===== config.mk =====
export PLATFORM = sky130hd
export DESIGN_NAME = imm_encoder
export DESIGN_NICKNAME = d
export VERILOG_FILES = /design/src/rtl/imm_encoder.sv
export SDC_FILE = /design/constraint.sdc
export NUM_CORES = 1
export LEC_CHECK = 0
export ABC_AREA = 1
export CAP_MARGIN = 20
export CORE_ASPECT_RATIO = 1.5
export CORE_MARGIN = 8
export CORE_UTILIZATION = 59
export CTS_BUF_LIST = sky130_fd_sc_hd__clkbuf_8 sky130_fd_sc_hd__clkbuf_16
export DETAILED_ROUTE_END_ITERATION = 7
export HOLD_SLACK_MARGIN = 0.1
export PLACE_DENSITY = 0.95
export REMOVE_ABC_BUFFERS = 1
export SLEW_MARGIN = 30
export SYNTH_ARGS = -nofsm -noshare
export SYNTH_HDL_FRONTEND = slang
export SYNTH_SLANG_ARGS = --single-unit

===== constraint.sdc =====
create_clock -name clk -period 10.3 [get_ports clk]
set_input_delay 2.06 -clock clk [delete_from_list [all_inputs] [get_ports clk]]
set_output_delay 2.06 -clock clk [all_outputs]
set_load 0.01 [all_outputs]

===== src/rtl/imm_encoder.sv =====
// Immediate encoder: packs a separate immediate into an RV32 instruction word
// through one encode stage and a small FIFO (4 entries total). Optional macro: IMM_RANGE_CHECK_EN.
module imm_encoder (
  input  logic        clk,
  input  logic        rst,
  input  logic        flush,
  input  logic        in_valid,
  output logic        in_ready,
  input  logic [31:0] in_base,
  input  logic [31:0] in_imm,
  output logic        out_valid,
  input  logic        out_ready,
  output logic [31:0] out_inst,
  output logic        out_err,
  output logic [7:0]  err_cnt,
  output logic [2:0]  level
);

  typedef enum logic [2:0] {
    FMT_I, FMT_SH, FMT_S, FMT_B, FMT_U, FMT_J, FMT_UNK
  } fmt_t;

  fmt_t        w_fmt;
  logic [31:0] w_enc_inst;
  logic        w_accept;
  logic        w_pop;

  always_comb begin
    w_fmt = FMT_UNK;
    case (in_base[6:0])
      7'b0010011: w_fmt = (in_base[13:12] == 2'b01) ? FMT_SH : FMT_I;
      7'b0000011,
      7'b1100111: w_fmt = FMT_I;
      7'b0100011: w_fmt = FMT_S;
      7'b1100011: w_fmt = FMT_B;
      7'b0110111,
      7'b0010111: w_fmt = FMT_U;
      7'b1101111: w_fmt = FMT_J;
      default:    w_fmt = FMT_UNK;
    endcase
  end

  always_comb begin
    w_enc_inst = in_base;
    case (w_fmt)
      FMT_I:  w_enc_inst[31:20] = in_imm[11:0];
      FMT_SH: w_enc_inst[24:20] = in_imm[4:0];
      FMT_S: begin
        w_enc_inst[31:25] = in_imm[11:5];
        w_enc_inst[11:7]  = in_imm[4:0];
      end
      FMT_B: begin
        w_enc_inst[31]    = in_imm[12];
        w_enc_inst[30:25] = in_imm[10:5];
        w_enc_inst[11:8]  = in_imm[4:1];
        w_enc_inst[7]     = in_imm[11];
      end
      FMT_U:  w_enc_inst[31:12] = in_imm[31:12];
      FMT_J: begin
        w_enc_inst[31]    = in_imm[20];
        w_enc_inst[30:21] = in_imm[10:1];
        w_enc_inst[20]    = in_imm[11];
        w_enc_inst[19:12] = in_imm[19:12];
      end
      default: w_enc_inst = in_base;
    endcase
  end

  logic        r_stg_v;
  logic [31:0] r_stg_inst;
  logic [31:0] r_mem_inst [4];
  logic [1:0]  r_wr_ptr;
  logic [1:0]  r_rd_ptr;
  logic [2:0]  r_cnt;
  logic [2:0]  r_level;

  // level counts the encode stage plus the FIFO, so a pop never frees a slot in the same cycle
  assign in_ready  = ~r_level[2];
  assign out_valid = (r_cnt != 3'd0);
  assign out_inst  = r_mem_inst[r_rd_ptr];
  assign level     = r_level;
  assign w_accept  = in_valid && in_ready;
  assign w_pop     = out_valid && out_ready;

  always_ff @(posedge clk or posedge rst) begin
    if (rst) begin
      r_stg_v    <= 1'b0;
      r_stg_inst <= 32'd0;
      r_wr_ptr   <= 2'd0;
      r_rd_ptr   <= 2'd0;
      r_cnt      <= 3'd0;
      r_level    <= 3'd0;
      for (int i = 0; i < 4; i++) r_mem_inst[i] <= 32'd0;
    end else if (flush) begin
      r_stg_v  <= 1'b0;
      r_wr_ptr <= 2'd0;
      r_rd_ptr <= 2'd0;
      r_cnt    <= 3'd0;
      r_level  <= 3'd0;
    end else begin
      r_stg_v <= w_accept;
      if (w_accept) r_stg_inst <= w_enc_inst;
      // the stage always drains: with 4 total, the FIFO has room whenever the stage is full
      if (r_stg_v) begin
        r_mem_inst[r_wr_ptr] <= r_stg_inst;
        r_wr_ptr             <= r_wr_ptr + 2'd1;
      end
      if (w_pop) r_rd_ptr <= r_rd_ptr + 2'd1;
      r_cnt   <= r_cnt + {2'b00, r_stg_v} - {2'b00, w_pop};
      r_level <= r_level + {2'b00, w_accept} - {2'b00, w_pop};
    end
  end

`ifdef IMM_RANGE_CHECK_EN
  logic       w_enc_err;
  logic       w_fit12;
  logic       w_fit13;
  logic       w_fit21;
  logic       r_stg_err;
  logic [3:0] r_mem_err;
  logic [7:0] r_err_cnt;

  assign w_fit12 = (&in_imm[31:11]) | ~(|in_imm[31:11]);
  assign w_fit13 = (&in_imm[31:12]) | ~(|in_imm[31:12]);
  assign w_fit21 = (&in_imm[31:20]) | ~(|in_imm[31:20]);

  always_comb begin
    w_enc_err = 1'b0;
    case (w_fmt)
      FMT_I, FMT_S: w_enc_err = ~w_fit12;
      FMT_SH:       w_enc_err = |in_imm[31:5];
      FMT_B:        w_enc_err = ~w_fit13 | in_imm[0];
      FMT_J:        w_enc_err = ~w_fit21 | in_imm[0];
      FMT_U:        w_enc_err = |in_imm[11:0];
      default:      w_enc_err = 1'b1;
    endcase
  end

  always_ff @(posedge clk or posedge rst) begin
    if (rst) begin
      r_stg_err <= 1'b0;
      r_mem_err <= 4'd0;
      r_err_cnt <= 8'd0;
    end else if (!flush) begin
      if (w_accept) r_stg_err <= w_enc_err;
      if (r_stg_v) r_mem_err[r_wr_ptr] <= r_stg_err;
      if (w_pop && r_mem_err[r_rd_ptr] && (r_err_cnt != 8'hFF))
        r_err_cnt <= r_err_cnt + 8'd1;
    end
  end

  assign out_err = r_mem_err[r_rd_ptr];
  assign err_cnt = r_err_cnt;
`else
  assign out_err = 1'b0;
  assign err_cnt = 8'd0;
`endif

endmodule

* After elaboration in Yosys (flattened, before gate mapping) *
Index checks and enable logic that the tools add are counted.

operators by class
  equality and inequality tests = 14
  shifts and indexed selects = 0
  reductions and logical operators = 14
  div/mod/pow operators = 0
  $mul = 0
  bitwise gates (word level) = 4
  mux-type cells = 19
  add/sub/neg operators = 6
  magnitude comparators = 3

operator list
  cell                   number
  $bwmux W128            1
  $mux W32               3
  $bmux W32 S2           1
  $demux W32 S2          1
  $pmux W7 S4            1
  $eq A7 B7 Y1 const B   3
  $pmux W3 S6            1
  $pmux W5 S3            1
  $eq A7 B5 Y1 const B   2
  $eq A7 B6 Y1 const B   2
  $pmux W5 S2            1
  $reduce_or A2 Y1       5
  $mux W2                4
  $mux W8                1
  $eq A7 B2 Y1 const B   1
  $add A3 B1 Y3          2
  $eq A3 B2 Y1 const B   2
  $eq A3 B3 Y1 const B   2
  $ge A3 B3 Y1 const B   2
  $mux W3                2
  $not A2 Y3             2
  $sub A3 B1 Y3          2
  $add A2 B1 Y2 const B  2
  $reduce_and A2 Y1      2
  other kinds (9)        14

word-level totals
  memories kept = 0
  memory bits (writable) = 0
  register bits after elaboration = 171
  output and inout bits = 46
  latch bits = 0
  memory bits (read-only) = 0

* Depth between registers and ports, before layout *
  word-level depth = 6
  depth in mapped cells = 12
  depth with buffers taken out = 12

* Worst setup path after synthesis *
Ideal clock, no wire load.

  kind = input -> register
  start = input port out_ready
  end = register r_level[2] (netlist: level[2])
  arrival time = 3.216 ns
  cell stages on the path = 8
  setup time = 0.125 ns
  setup slack = 6.960 ns
  path through = nand2_1 > inv_1 > ha_1 > inv_1 > ha_1 > fa_1 > o21ai_0 > a21oi_1

between the ends
  cells in the longest elaborated chain, start to end = 3

RTL lines
  element                 line  text
  start: declaration      12    input logic out_ready,
  $logic_and A1 B1 Y1     83    assign w_pop = out_valid && out_ready;
  $sub A3 B1 Y3           110   r_level <= r_level + {2'b00, w_accept} - {2'b00, w_pop};
  $mux W3                 94    end else if (flush) begin
  end signal: assignment  110
  end: declaration        75    logic [2:0] r_level;

No other way between the ends.
A chain may end at the register's enable or synchronous reset.

* Worst setup path in the final report *
  start = register r_rd_ptr[0]
  end = output port out_inst[8]

between the ends
  cells in the longest elaborated chain, start to end = 4

RTL lines
  element                                       line  text
  start: declaration                            73    logic [1:0] r_rd_ptr;
  start signal: assignment                      108   if (w_pop) r_rd_ptr <= r_rd_ptr + 2'd1;
  $not A2 Y3 (not written as such)              80    assign out_inst = r_mem_inst[r_rd_ptr];
  $bmux W32 S2                                  80
  $mux W32 (not written as such) (2 in series)  80
  end: declaration                              13    output logic [31:0] out_inst,

No other way between the ends. The select of a mux whose other input is x is not followed.

==> summary.txt <==
Timing
  – Max Clk Rate: 0.210 GHz
  – Max-slew violation count: 0
  – Min cycle time layout: 4.77 ns
  – Setup ws final: 5.53 ns
  – Setup_tns: 0 ns
  – Worst Max-Slew Pin Slew: 0.908 ns
  – RSZ-0062 raised after global routing: false
  – Clk_skew: 0.0120 ns
  – Fin. Hold Viols: 0
  – Setup-failing EPs final: 0
  – Final period util: 0.463
  – Slew margin rel.: 0.394

Logic synthesis
  – Most frequent cell after synthesis: o21ai_0
  – Synth area leaders: dfrtp_1 53%, o21ai_0 14%, nand2_1 9.8%, nor2_1 4.3%, o22ai_1 3.3%
  – Yosys reg bits: 171
  – Xor and xnor area share after synthesis: 0.00432
  – Area share of the largest cell type after synthesis: 0.528
  – Unique masters post-synth: 37
  – Ys flop type: dfrtp_1
  – Synth warnings: 0
  – Post-synthesis mux area share: 0
  – Fraction of the mapped netlist area in adder cells: 0.0173
  – Syn Area/Cell: 8.40 um2
  – Asr flop ratio synth: 1.00
  – Post-synth EDFFs: 0
  – Post-synthesis sequential area ratio: 0.528
  – Synth Instances: 964
  – Post-synth top cells: 227 x o21ai_0, 212 x nand2_1, 171 x dfrtp_1, 93 x nor2_1, 71 x inv_1
  – Post-synthesis compound-gate area fraction: 0.184
  – Largest family of logic cells by synthesized area: simple AND/OR/NAND/NOR gates
  – Biggest area consumer among synthesized cells: dfrtp_1
  – Synth Cell Area: 8100 um2
  – Simple-gate area share of the yosys netlist: 0.192

Clock network
  – Hold buffers post-CTS: 0
  – H-tree depth: 4
  – TritonCTS clock tree: built
  – Root Driver: clkbuf_16
  – Clk Latency, worst-skew pair: 0.43 ns
  – Clock tree buffer depth: 2
  – Clk sink count: 171
  – TritonCTS Buffers: 17
  – Postcts setup bufs: 0
  – PostCTS Resize Cnt: 0
  – Clock transition at path regs: 0.07 ns

Drt
  – Via-to-Cell Ratio: 6.16
  – Initial DRC count: 677
  – WL per Instance: 19.0 um
  – DR pass1 iterations: 8
  – Via count: 7,469
  – Routed WL: 23.0 mm
  – # DRC: 0
  – Post-DRT Antenna Nets: 0

Worst setup path
  – CP bufs+invs: 2
  – Worst Path Class, Setup: register to output port
  – WP data required: 8.24 ns
  – Slowest stage delay, CP: 0.69 ns
  – Worst EP arrival: 2.71 ns
  – CP Capture Type: output port
  – CP max-delay cell: clkinv_2
  – Startpoint types: register
  – Crit Reg-Reg Startpoint: level[2]
  – Cell family with most CP delay: buffers and inverters
  – Reg2Reg Depth: 7
  – Crit-path cells: clkinv_2 -> o21ai_0 -> o22ai_1 -> clkdlybuf4s50_1
  – Worst setup path startpoint: r_rd_ptr[0]
  – Crit path max fanout: 65
  – WP depth: 4

Power and ir drop
  – Internal power: 1.61 mW
  – Seq pwr share: 0.393
  – Switching pwr: 875 uW
  – IR Drop Worst-Case VDD: 0.134 mV
  – Power per cell area: 255 nW/um2
  – Clock share of power: 0.262
  – Sw Ratio: 0.352
  – Comb power frac: 0.345
  – Leakage: 4.66 nW

Status
  – Outcome: finished, final reports clean

Global routing
  – Remaining Overflow, GRT: 0
  – Gr usage total: 0.261
  – First-pass GRT wire length: 37.5 mm
  – Largest net degree at the start of global routing: 93
  – Vias in the first global route: 7,677
  – Initial antenna violation count: 0

Placement
  – Place WS: 6.02 ns
  – Area after DPL: 9140 um2
  – GP Congestion: 0.881
  – IO buf count: 105
  – Hpwl dp: 13.8 mm

Run
  – Max cap viols: 0

Cells and area
  – Fin area: 9740 um2
  – Share of layout cells above drive strength 1: 0.0686
  – Antenna cells: 0
  – Final net count: 1,116
  – Syn-to-layout area delta: 20.3%

Floorplanning
  – I/O pin count: 115
  – Chip width: 112 um
  – Initial Utilization: 0.602
  – Row count: 52
  – Die height: 160 um
  – Die area: 17,800 um2
  – Core box area: 13,500 um2

Hold path
  – Hold WC Path Type: register to register
  – Min-delay src: r_mem_inst[88]
  – Hold path depth: 2
## logic make-up (layout without fill, tap and decap cells)
kind of cell             after synthesis  after routing
adder cells (fa/ha/maj)               10             10
buffers and inverters                140            218
AND/OR/NAND/NOR                      354            354
flip-flops                           171            171
XOR/XNOR                               4              4
AO/OA/AOI/OAI                        284            284
other                                  1              9
## worst register-to-register path, stage by stage, from the launching register on
cell and delay (ns):
dfrtp_1 0.41, inv_1 0.08, nand2_1 0.11, nor2_4 0.11
buf_4 0.48, clkinv_1 0.48, a21oi_1 0.23, a32oi_1 0.14
## sequential cells by signal, summed over array words and instances, names as in the netlist
register and count:
r_cnt 3, r_stg_v 1, r_stg_inst 32, r_mem_inst 128
level 3, r_rd_ptr 2, r_wr_ptr 2
## power by group through the flow
stage | clock network [mW] | registers, mW | logic [mW]
floorplan | 0 | 0.966 | 0.451
global placement | 0 | 0.965 | 0.804
detailed placement | 0 | 0.976 | 0.834
CTS | 0.648 | 0.970 | 0.851
global route | 0.676 | 0.992 | 0.943
finish | 0.650 | 0.977 | 0.856
## per-layer routing
layer	up-vias	wire, um	track usage
met5	-	0	0
met4	0	1050	0.137
met3	103	1860	0.0619
met2	478	11700	0.458
met1	3589	8360	0.286
li1	3299	-	-
## final timing paths
path,slack (ns),to
min reg2reg,0.48,r_mem_inst[88]
max,5.53,out_inst[8]
max reg2reg,8.13,r_stg_inst[7]
min,0.48,r_mem_inst[88]
min in group asynchronous,2.15,r_mem_inst[15]
max in group asynchronous,6.90,r_rd_ptr[0]
## through the flow
step / hold slack, ns / utilization / power, mW / cells
3_3_place_gp: 0.460 / 0.677 / 1.77 / 1180
4_1_cts: 0.484 / 0.723 / 2.47 / 1212
6_report: 0.483 / 0.723 / 2.48 / 1212
5_1_grt: 0.507 / 0.723 / 2.61 / 1212
3_5_place_dp: 0.468 / 0.679 / 1.81 / 1180
2_1_floorplan: 0.448 / - / 1.42 / 909
## layout by cell type (no fill, tap or decap), types with 2 or more instances in the layout
cell             count
clkbuf_16           17
conb_1               9
ha_1                 8
inv_1               69
clkdlybuf4s50_1    105
inv_2                6
nor2_8               3
clkinv_2             2
nand4_1              8
nor2_1              92
clkinvlp_4           2
nand2_2              5
dfrtp_1            170
xor2_1               3
inv_6                7
a21oi_1              9
buf_4                3
nand2_1            212
nor2_4               4
o22ai_1             43
fa_1                 2
nand3_1             15
nand2_4              8
o21ai_0            227
bufinv_16            2
## cell type report
class | instances | area [um2]
Inverter | 77 | 295
Multi-Input combinational cell | 661 | 3280
Timing Repair Buffer | 109 | 1080
Sequential cell | 171 | 4280
Clock buffer | 18 | 439
Clock inverter | 14 | 156
Fill cell | 894 | 3720
Tap cell | 162 | 203
No activity file was read; power rests on OpenSTA's default activity.
